===== src/rtl/led_pkg.sv =====
// Shared encodings for the LED sequencer: mode, walk phase, travel direction and
// the trail duty threshold used when LED_FADE_EN is defined.
package led_pkg;

  typedef enum logic [1:0] {
    MODE_WALK  = 2'd0,
    MODE_SCAN  = 2'd1,
    MODE_COUNT = 2'd2,
    MODE_HOLD  = 2'd3
  } mode_e;

  typedef enum logic {
    PHASE_A = 1'b0,
    PHASE_B = 1'b1
  } phase_e;

  localparam logic DIR_UP   = 1'b0;
  localparam logic DIR_DOWN = 1'b1;

  localparam logic [7:0] PWM_TRAIL = 8'd64;

endpackage


===== src/rtl/led_prescaler.sv =====
// Tick prescaler: counts 0..DIV-1 while en is high and flags the last count.
// Holding en low freezes the count so the period resumes where it stopped.
module led_prescaler #(
  parameter int DIV = 1000002
) (
  input  logic clk,
  input  logic rst_n,
  input  logic en,
  output logic tick
);

  localparam int W = $clog2(DIV);
  localparam logic [W-1:0] LAST = W'(DIV - 1);

  logic [W-1:0] cnt;

  assign tick = en && (cnt == LAST);

  always_ff @(posedge clk or negedge rst_n) begin
    if (!rst_n) begin
      cnt <= '0;
    end else if (en) begin
      cnt <= (cnt == LAST) ? '0 : cnt + W'(1);
    end
  end

endmodule


===== src/rtl/led_pattern_gen.sv =====
// LED sequencer top: mode FSM, walk/scan/count stepping and the registered LED drive.
// Define LED_FADE_EN to add a 25% duty trail on the previously lit LED in WALK/SCAN.
module led_pattern_gen
  import led_pkg::*;
#(
  parameter int N    = 8,
  parameter int DIV  = 1000002,
  parameter int FWD  = 2,
  parameter int BACK = 1
) (
  input  logic         clk,
  input  logic         rst_n,
  input  logic         en,
  input  logic [1:0]   mode,
  output logic [N-1:0] led,
  output logic         tick,
  output logic         dir
);

  localparam int PW = $clog2(N);

  // Whole sequencer state in one struct so it can be probed as a unit.
  typedef struct packed {
    mode_e         cur_mode;
    phase_e        phase;
    logic          dir;
    logic [PW-1:0] pos;
    logic [N-1:0]  cnt;
  } state_t;

  state_t       st;
  state_t       st_n;
  logic [N-1:0] trail_mask;

  function automatic state_t init_state(mode_e m);
    state_t s;
    s.cur_mode = m;
    s.phase    = PHASE_A;
    s.dir      = DIR_UP;
    s.pos      = '0;
    s.cnt      = '0;
    return s;
  endfunction

  function automatic state_t step(state_t s);
    state_t r  = s;
    int     p  = int'(s.pos);
    int     np = p;
    case (s.cur_mode)
      MODE_WALK: begin
        if (s.phase == PHASE_A) begin
          if (s.dir == DIR_UP) begin
            if (p + FWD >= N - 1) begin
              np    = N - 1;
              r.dir = DIR_DOWN;
            end else begin
              np      = p + FWD;
              r.phase = PHASE_B;
            end
          end else begin
            if (p <= FWD) begin
              np    = 0;
              r.dir = DIR_UP;
            end else begin
              np      = p - FWD;
              r.phase = PHASE_B;
            end
          end
        end else begin
          np      = (s.dir == DIR_UP) ? p - BACK : p + BACK;
          r.phase = PHASE_A;
        end
      end
      MODE_SCAN: begin
        if (s.dir == DIR_UP) np = (p == N - 1) ? p - 1 : p + 1;
        else                 np = (p == 0) ? p + 1 : p - 1;
        // Direction flips on the tick that lands on an end LED.
        if (np == N - 1)     r.dir = DIR_DOWN;
        else if (np == 0)    r.dir = DIR_UP;
        else if (p == N - 1) r.dir = DIR_DOWN;
        else if (p == 0)     r.dir = DIR_UP;
      end
      MODE_COUNT: r.cnt = s.cnt + N'(1);
      default: ;
    endcase
    r.pos = PW'(np);
    return r;
  endfunction

  function automatic logic [N-1:0] pattern(state_t s);
    if (s.cur_mode == MODE_COUNT) return s.cnt;
    return N'(1) << s.pos;
  endfunction

  led_prescaler #(.DIV(DIV)) u_prescaler (
    .clk   (clk),
    .rst_n (rst_n),
    .en    (en),
    .tick  (tick)
  );

  always_comb begin
    st_n = st;
    if (tick) begin
      if (mode_e'(mode) != st.cur_mode) st_n = init_state(mode_e'(mode));
      else                              st_n = step(st);
    end
  end

  always_ff @(posedge clk or negedge rst_n) begin
    if (!rst_n) begin
      st  <= init_state(MODE_WALK);
      led <= N'(1);
    end else begin
      st  <= st_n;
      led <= pattern(st_n) | trail_mask;
    end
  end

  assign dir = st.dir;

`ifdef LED_FADE_EN
  logic [7:0]    pwm;
  logic [7:0]    pwm_n;
  logic [PW-1:0] prev_pos;
  logic [PW-1:0] prev_n;
  logic          trail;
  logic          trail_n;

  always_comb begin
    pwm_n   = pwm + 8'd1;
    prev_n  = prev_pos;
    trail_n = trail;
    if (tick) begin
      if (st_n.cur_mode != st.cur_mode) begin
        trail_n = 1'b0;
      end else if ((st.cur_mode == MODE_WALK || st.cur_mode == MODE_SCAN) &&
                   st_n.pos != st.pos) begin
        prev_n  = st.pos;
        trail_n = 1'b1;
      end
    end
    trail_mask = '0;
    if (trail_n && pwm_n < PWM_TRAIL &&
        (st_n.cur_mode == MODE_WALK || st_n.cur_mode == MODE_SCAN))
      trail_mask = N'(1) << prev_n;
  end

  always_ff @(posedge clk or negedge rst_n) begin
    if (!rst_n) begin
      pwm      <= '0;
      prev_pos <= '0;
      trail    <= 1'b0;
    end else begin
      pwm      <= pwm_n;
      prev_pos <= prev_n;
      trail    <= trail_n;
    end
  end
`else
  assign trail_mask = '0;
`endif

endmodule


===== config.mk =====
export PLATFORM = sky130hd
export DESIGN_NAME = led_pattern_gen
export DESIGN_NICKNAME = d
export VERILOG_FILES = /design/src/rtl/led_pkg.sv /design/src/rtl/led_prescaler.sv /design/src/rtl/led_pattern_gen.sv
export SDC_FILE = /design/constraint.sdc
export NUM_CORES = 1
export LEC_CHECK = 0
export ABC_AREA = 1
export CAP_MARGIN = 20
export CORE_MARGIN = 2
export CORE_UTILIZATION = 37
export CTS_CLUSTER_SIZE = 8
export DETAILED_ROUTE_END_ITERATION = 8
export SLEW_MARGIN = 20
export SYNTH_ARGS = -nofsm -noshare
export SYNTH_HDL_FRONTEND = slang
export SYNTH_HIERARCHICAL = 1
export SYNTH_SLANG_ARGS = --single-unit

===== constraint.sdc =====
create_clock -name clk -period 2 [get_ports clk]
set_input_delay 0.6 -clock clk [delete_from_list [all_inputs] [get_ports clk]]
set_output_delay 0.6 -clock clk [all_outputs]
set_load 0.01 [all_outputs]

# == Word level (Yosys, flattened, before mapping) ==
# Cells that the tools add are included.
# totals
register_bits,43
inputBits,5
output_inout_bits,10
# classes
add_sub_neg,6
order_cmp,2
n_eq_ne,9
n_shift,1
muxes,31
reduce_logical,8
# op_table
op,n
$mux 32,6
$eq 32x4->1 const B,1
$logic_not 32->1,1
$mux 15,2
$mux 8,3
$add 20x1->20 const B,1
$eq 20x20->1 const B,1
$mux 20,1
$mux 3,5
$mux 1,11
$add 8x1->8 const B,1
$shl 1x3->8 const A,1
$ne 6x6->1 const B,1
$pmux 3 s2,1
$add 3x1->4 const B,1
$add 3x2->4 const B,1
$eq 2x2->1 const B,2
$ge 4x3->1 const B,1
$reduce_and 4->1,1
$sub 3x1->4 const B,1
$eq 3x1->1 const B,1
$le 3x2->1 const B,1
$logic_not 3->1,1
$ne 3x3->1 const B,1
other kinds (10),10

# == Logic depth before layout (Yosys ltp) ==
# Gate-level depths: netlist of run 1.
# depth
word_depth,15
ltp_mapped,16
mapped_depth_nobuf,16

# == Cells and area by module ==
# Netlist of run 1, hierarchy kept.
# by_module_without_submodules
module,instances,cells_each,area_each_um2
led_pattern_gen,1,231,1702.9
led_prescaler,1,177,1261.2

# == Worst setup path after synthesis of run 1 ==
# OpenSTA, ideal clock, no wires.
# synth_path
path_type,input to register
start,in en
end,reg st[7] in the netlist's numbering
setup_time_ns,0.120
arrival_time_ns,2.168
t_required_ns,1.880
setup_slack_ns,-0.287
path_stages,11
path_buffers,3
path_cell_list,buf_4 > inv_1 > buf_2 > nor2_1 > buf_4 > nand2_1 > nor2_1 > nand2_1 > nor2_1 > nand3_1 > and3_1
# synth_lines
element,line_no,source
start: declaration,led_pattern_gen.sv:13,"input logic en,"
end signal: assignment,led_pattern_gen.sv:112,st <= init_state(MODE_WALK);
end signal: assignment,led_pattern_gen.sv:115,st <= st_n;
end: declaration,led_pattern_gen.sv:31,state_t st;

# == Worst setup path after layout of run 1 ==
# layout_path
start,reg u_prescaler.cnt[2]
end,out tick
# layout_via
elab_chain_len,2
# layout_rtl
element,line_no,source
start: declaration,led_prescaler.sv:15,logic [W-1:0] cnt;
start signal: assignment,led_prescaler.sv:23,cnt <= (cnt == LAST) ? '0 : cnt + W'(1);
$eq 20x20->1,led_prescaler.sv:17,assign tick = en && (cnt == LAST);
$logic_and 1x1->1,led_prescaler.sv:17,
end: declaration,led_pattern_gen.sv:16,"output logic tick,"
# Every way passes these cells.

==> results of run 1 <==
==> routing by layer <==
layer / vias up / part of all wire, % / track usage, % / wire length [um]
li1: 1433 / - / - / -
met1: 1231 / 46 / 21.1 / 3200
met2: 27 / 50 / 29.2 / 3470
met3: 6 / 2.5 / 3.46 / 174
met4: 0 / 1.2 / 4.04 / 80
met5: - / 0 / 0 / 0
==> area by class of cell <==
class	instances	share of cell area (%)
clock buffer	6	2.05
clock inverter	2	0.870
inverter	62	6.03
multi-input combinational	299	44.8
sequential	43	26.8
tap	102	3.17
timing repair buffer	74	16.3
==> cells by family after synthesis <==
family / share of synthesized area [%]
xor+xnor: 2.07
buf+inv: 8.99
fa+ha+maj: 5.49
compound gates: 6.21
flops: 36.3
simple gates: 40.6
mux: 0.338
==> path summary, 6_finish.rpt <==
| check | end | startpoint | slack [ns] | cells past startpoint |
|---|---|---|---|---|
| setup / recovery | tick | u_prescaler/cnt[2]$_DFFE_PN0P_ | -0.14 | 6 |
| hold / removal | u_prescaler/cnt[7]$_DFFE_PN0P_ | rst_n | 0.26 | 2 |
| setup reg to reg | led[3]$_DFF_PN0_ | u_prescaler/cnt[2]$_DFFE_PN0P_ | -0.07 | 14 |
| hold reg to reg | st[0]$_DFF_PN0_ | st[0]$_DFF_PN0_ | 0.58 | 2 |
| max in group asynchronous | led[0]$_DFF_PN1_ | rst_n | 1.46 | 2 |
| min in group clk | st[0]$_DFF_PN0_ | st[0]$_DFF_PN0_ | 0.58 | 2 |
==> worst register-to-register path, delay by kind of cell (launching register included) <==
kind / cells / cell delay, ns
AOI/OAI and AO/OA: 1 / 0.15
and+or+nand+nor: 9 / 1.07
buffers and inverters: 4 / 0.35
DFF: 1 / 0.40
==> repair_timing <==
| action | in CTS | in global routing |
|---|---|---|
| resized for setup | 14 | 46 |
| buffers inserted | 4 | 5 |
| pin swaps | 4 | 22 |
| cloned | 0 | 1 |
| setup endpoints to repair | 12 | 18 |
==> flip-flops by register name, summed over array words and instances (netlist names) <==
signal and flops:
dir 1, u_prescaler/cnt 20, st 14, led 8
==> layout by cell type (no fill, tap or decap), types with 3 or more instances in the layout <==
cell type	n
a21oi_1	8
buf_12	3
buf_4	53
buf_6	3
clkbuf_8	6
clkdlybuf4s50_1	12
dfrtp_1	40
ha_1	12
inv_1	48
inv_2	10
inv_4	4
nand2_1	103
nand2_2	19
nand2_4	7
nand3_1	26
nand3_2	6
nand3_4	5
nand4_1	10
nor2_1	45
nor2_2	7
nor2_4	11
o21ai_0	9
o21ai_2	3
xor2_1	7
==> metrics by stage <==
step / cells / power (W) / hold slack [ns] / TNS (ns)
3_5_place_dp: 570 / 0.00152 / 0.570 / -5.23
2_1_floorplan: 408 / 0.00131 / 0.304 / 0
6_report: 588 / 0.00227 / 0.263 / -0.435
5_1_grt: 588 / 0.00240 / 0.276 / -2.36
4_1_cts: 582 / 0.00224 / 0.266 / -0.209
3_3_place_gp: 570 / 0.00151 / 0.553 / -5.19
==> report_power, final <==
group	internal, W	leakage, nW	switching (W)
combinational	0.000242	1.54	0.000301
sequential	0.000944	0.509	0.0000610
clock	0.000405	0.0612	0.000315
==> results.cfg, run 1 <==
[floorplan]
die_area_um2 = 8740
core-area_um2 = 7730
chipWidth_um = 93.5
die_height_um = 93.5
io_pins = 15
initial_utilization_pct = 38.4
fp-row-count = 32

[setup_path]
worst-path-buf-inv = 1
slowest_delay_ns = 0.40
arrival_ns = 1.54
cp.required_ns = 1.40
crit_path_cell_trace = nor2_2, nand3_2, nor2_1, nand3b_1, nor2_4, buf_6
cp_slowest_cell = dfrtp_1
cp-start-kind = flop
critPathKind = reg -> out
path_max_fanout = 3
end_kind = output port
crit_family = simple AND/OR/NAND/NOR gates

[placed_design]
dp_hpwl_um = 5070
place.gp.congestion = 0.824
dp_slack_ns = -0.433
place_area_um2 = 3620
port_buffers = 14

[clocking]
cts_tree = built
clk_latency_ns = 0.30
cts_hold_buf = 0
clock_path_buffers = 2
root_buffer = clkbuf_8
numCtsBuffers = 5
cts_sinks = 43
htree_levels = 2
clk_pin_slew_ns = 0.09

[global_routing]
grt_usage_pct = 16.7
grt_pass1_vias = 2642
gr-total-overflow = 0
grt_max_degree = 44
grt_pass1_wl_um = 11800
antenna_found_initial = 0

[sta]
setup_viol = 10
worst_pin_slew_ns = 0.410
rsz0062_at_grt = true
slew_viol_final = 0
clock_skew_ns = 0.00725
setup_ws_ns = -0.139
period_needed_ns = 2.14
period_share_pct = 107
max_freq_mhz = 467
slew_headroom_pct = 72.4
hold_viol_final = 0

[drt]
wire_per_inst_um = 11.8
drt-total-wl_um = 6920
drc = 0
viasPerCell = 4.59
drt-initial-drc-count = 74
postRouteAntennaNets = 0
vias = 2697
dr.pass1.iters = 4

[synthesis]
synth.distinct_cells = 36
synthCells = 408
synth-edff-count = 0
syn_nets = 426
ys_seq_elements = 43
netlist_area_um2 = 2960
synth_flop_cell = dfrtp_1
yosysSeqAreaShare_pct = 36.3
synth_area_leader_cell = dfrtp_1
ys_warn_count = 6
ys_top_cells_by_area = dfrtp_1 (35%), nand2_1 (14%), inv_1 (6.8%)
synth.most_common_cell = nand2_1
synth_common_cells = nand2_1 (113), inv_1 (54), nor2_1 (53), dfrtp_1 (42), nand3_1 (34)
async_flop_share_pct = 100
synth_top_area_share_pct = 35.5
postSynthAreaPerCell_um2 = 7.26

[cells_and_area]
fin_util_pct = 52.1
nFillCells = 740
multiInputGateArea_um2 = 1800
drive_above_1_share_pct = 31.9
syn2layout_area_growth_pct = 35.9
fin_nets = 503
finish.instance_area_um2 = 4030
antenna_cells = 0
register_area_um2 = 1080

[min_path]
hp-class = in -> async

[outcome]
violations = negative setup slack
status = finished with violations

[power]
peakVddDrop_mv = 0.284
power_density_nw_per_um2 = 563
p_leak_nw = 2.12

[run]
cap_violations = 0
Note: power is estimated with default switching activity, not from simulation.
==> run 2, diff against run 1 <==
--- a/config.mk
+++ b/config.mk
@@ -5,12 +5,12 @@
 export SDC_FILE = /design/constraint.sdc
 export NUM_CORES = 1
 export LEC_CHECK = 0
-export ABC_AREA = 1
 export CAP_MARGIN = 20
 export CORE_MARGIN = 2
-export CORE_UTILIZATION = 37
+export CORE_UTILIZATION = 45
 export CTS_CLUSTER_SIZE = 8
 export DETAILED_ROUTE_END_ITERATION = 8
+export PLACE_DENSITY = 0.65
 export SLEW_MARGIN = 20
 export SYNTH_ARGS = -nofsm -noshare
 export SYNTH_HDL_FRONTEND = slang
==> run 2 against run 1 <==
The flow still finishes with violations (negative setup slack). Cell area shrank 4.7%. Worst hold slack better by 0.099 ns. Worst setup slack lost 0.65 ns. Combinational power down 19%. Clock power is 27% lower. Final cell count decreased by 26%. Via count is 13% lower. Wire length down 2.4%.
==> results.cfg, run 2 <==
[setup_path]
cp-start-kind = flop
worst-path-buf-inv = 3
crit_path_cell_trace = or4_1, or4_4, nor3_4, buf_6, buf_6, nor2_4, a311oi_4, inv_2, o32ai_2
crit_end = led[0]$_DFF_PN1_
crit_family = simple AND/OR/NAND/NOR gates
end_kind = flop
rr_startpoint = u_prescaler/cnt[12]$_DFFE_PN0P_
path_common_cell = buf_6
cp.required_ns = 2.20
reg2reg_depth = 9
cp_slowest_cell = or4_1
startpoint = u_prescaler/cnt[12]$_DFFE_PN0P_
slowest_delay_ns = 0.52
arrival_ns = 2.99
crit_cells = 9
r2r-end = led[0]$_DFF_PN1_
worst-r2r-setup-slack_ns = -0.79
path_max_fanout = 5
critPathKind = reg -> reg

[drt]
vias = 2353
dr.pass1.iters = 4
viasPerCell = 5.37
drt-total-wl_um = 6760
drt-initial-drc-count = 126
postRouteAntennaNets = 0
wire_per_inst_um = 15.4
drc = 0

[power]
clock_power_share_pct = 27.4
p_leak_nw = 1.75
swShare_pct = 28.2
cell_internal_pwr_w = 0.00137
combPwrFrac_pct = 22.9
power_density_nw_per_um2 = 498
peakVddDrop_mv = 0.445
power_frac_seq_pct = 49.7
switchingPower_w = 0.000539

[sta]
setup_viol = 30
rsz0062_at_grt = true
clock_skew_ns = 0.00406
period_needed_ns = 2.79
slew_headroom_pct = 59.8
max_freq_mhz = 358
setup_ws_ns = -0.790
worst_pin_slew_ns = 0.597
slew_viol_final = 0
hold_viol_final = 0
hold_ws_ns = 0.362
period_share_pct = 139

[clocking]
clk_pin_slew_ns = 0.07
cts_tree = built
cts_sinks = 43
clk_latency_ns = 0.29
root_buffer = clkbuf_8
numCtsBuffers = 5
clock_path_buffers = 2
htree_levels = 2

[cells_and_area]
syn2layout_area_growth_pct = 47.6
antenna_cells = 0
drive_above_1_share_pct = 39.6
final_cell_mix = buf_4 (73), dfrtp_1 (42), nor2_1 (19)
largest_reg_flops = 20
fin_util_pct = 69.3
final_common_cell = buf_4
finish.instance_area_um2 = 3840
registers.top_by_ff_count = u_prescaler/cnt
fin_nets = 383
reg_top3 = u_prescaler/cnt x20, st x14, led x8
finalNonFillerCells = 438

[min_path]
hp-class = in -> async

[synthesis]
netlist_area_um2 = 2600
synth_flop_cell = dfrtp_1
synth_area_leader_cell = dfrtp_1
synth_common_cells = dfrtp_1 (42), nor2_1 (23), nand2_1 (21), xnor2_1 (15)
postSynthAreaPerCell_um2 = 9.71
synth.distinct_cells = 58
synth_top_area_share_pct = 40.4
async_flop_share_pct = 100
ys_top_cells_by_area = dfrtp_1 (40%), ha_1 (6.3%), xnor2_1 (5.1%)
ys_seq_elements = 43
ys_warn_count = 6
synthCells = 268
yosysSeqAreaShare_pct = 41.4
syn_nets = 286
synth.most_common_cell = dfrtp_1
synth-edff-count = 0

[placed_design]
dp_slack_ns = -0.897
place_area_um2 = 3390
port_buffers = 14
dpl.cell_count = 419
place.gp.congestion = 0.862
dp_hpwl_um = 4720

[run]
cap_violations = 0

[floorplan]
initial_utilization_pct = 47.0
die_height_um = 80.0
io_pins = 15
die_area_um2 = 6400
core-area_um2 = 5540
chipWidth_um = 80.0
fp-row-count = 27

[global_routing]
grt_usage_pct = 22.0
antenna_found_initial = 0
grt_pass1_vias = 2331
gr-total-overflow = 0
grt_max_degree = 44
grt_pass1_wl_um = 10900

[outcome]
status = finished with violations
violations = negative setup slack
run 2: cell count changes in the layout (fill, tap and decap cells not counted), sizes merged, moves of 3 or more:
cell / delta
and3b: +3
buf: +24
inv: -49
mux2i: +3
nand2: -108
nand2b: +3
nand3: -26
nor2: -40
nor4: +3
o32ai: +8
or3: +4
or4: +4
xnor2: +15
run 2: area by class of cell:
class	count	area [um^2]
Multi-Input combinational cell	205	1740
Fill cell	414	1700
Sequential cell	43	1080
Timing Repair Buffer	97	798
Tap cell	72	90.1
Clock buffer	8	80.1
Inverter	13	53.8
run 2: logic make-up (layout without fill, tap and decap cells):
group | Yosys count | in the layout | share of synthesized area [%]
XOR/XNOR | 23 | 23 | 7.74
AND/OR/NAND/NOR | 107 | 107 | 23.6
buffers and inverters | 20 | 118 | 2.98
AO/OA/AOI/OAI | 56 | 56 | 15.2
multiplexers | 6 | 6 | 2.84
adder cells (fa/ha/maj) | 13 | 13 | 6.25
flip-flops | 43 | 43 | 41.4
run 2: worst min-delay path by stage:
stage                                      to             from  cells past startpoint
3_3_place_gp                  st[7]$_DFF_PN0_  st[7]$_DFF_PN0_                      2
6_report                     led[4]$_DFF_PN0_            rst_n                      2
5_1_grt        u_prescaler/cnt[9]$_DFFE_PN0P_            rst_n                      2
2_1_floorplan                 dir$_DFFE_PN0P_            rst_n                      0
3_5_place_dp                  st[7]$_DFF_PN0_  st[7]$_DFF_PN0_                      2
4_1_cts        u_prescaler/cnt[9]$_DFFE_PN0P_            rst_n                      2
run 2: layer usage:
metal	GRT usage [%]	up-vias	wire length (um)
li1	-	1169	-
met1	31.1	1129	3110
met2	35.0	47	3330
met3	3.51	8	246
met4	6.44	0	66
met5	0	-	0
run 2: timing repair:
| action | CTS | global route |
|---|---|---|
| pin swaps | 11 | 14 |
| gates resized for setup | 31 | 33 |
| hold buffers | 0 | 0 |
| setup buffers | 6 | 8 |
| setup endpoints to repair | 32 | 33 |
| cloned | 0 | 0 |
run 2: power groups by stage:
stage,Sequential (W),Clock [W],Combinational (W)
after floorplan,0.00101,0,0.000155
after global placement,0.000966,0,0.000398
after detailed placement,0.000967,0,0.000410
after CTS,0.000950,0.000536,0.000423
after global routing,0.000955,0.000573,0.000473
final,0.000950,0.000523,0.000438
run 2: metrics by stage:
step                TNS [ns]  total power (W)
floorplan             -14.69          0.00117
global placement      -15.85          0.00136
detailed placement    -17.96          0.00138
CTS                   -13.40          0.00191
global route          -17.84          0.00200
finish                -14.54          0.00191
==> run 3, diff against run 2 <==
--- a/config.mk
+++ b/config.mk
@@ -10,8 +10,9 @@
 export CORE_UTILIZATION = 45
 export CTS_CLUSTER_SIZE = 8
 export DETAILED_ROUTE_END_ITERATION = 8
+export GPL_ROUTABILITY_DRIVEN = 0
 export PLACE_DENSITY = 0.65
-export SLEW_MARGIN = 20
+export SLEW_MARGIN = 15
 export SYNTH_ARGS = -nofsm -noshare
 export SYNTH_HDL_FRONTEND = slang
 export SYNTH_HIERARCHICAL = 1
==> results of run 3 <==
No change in the layout: final DEF, timing and power equal those of run 2.
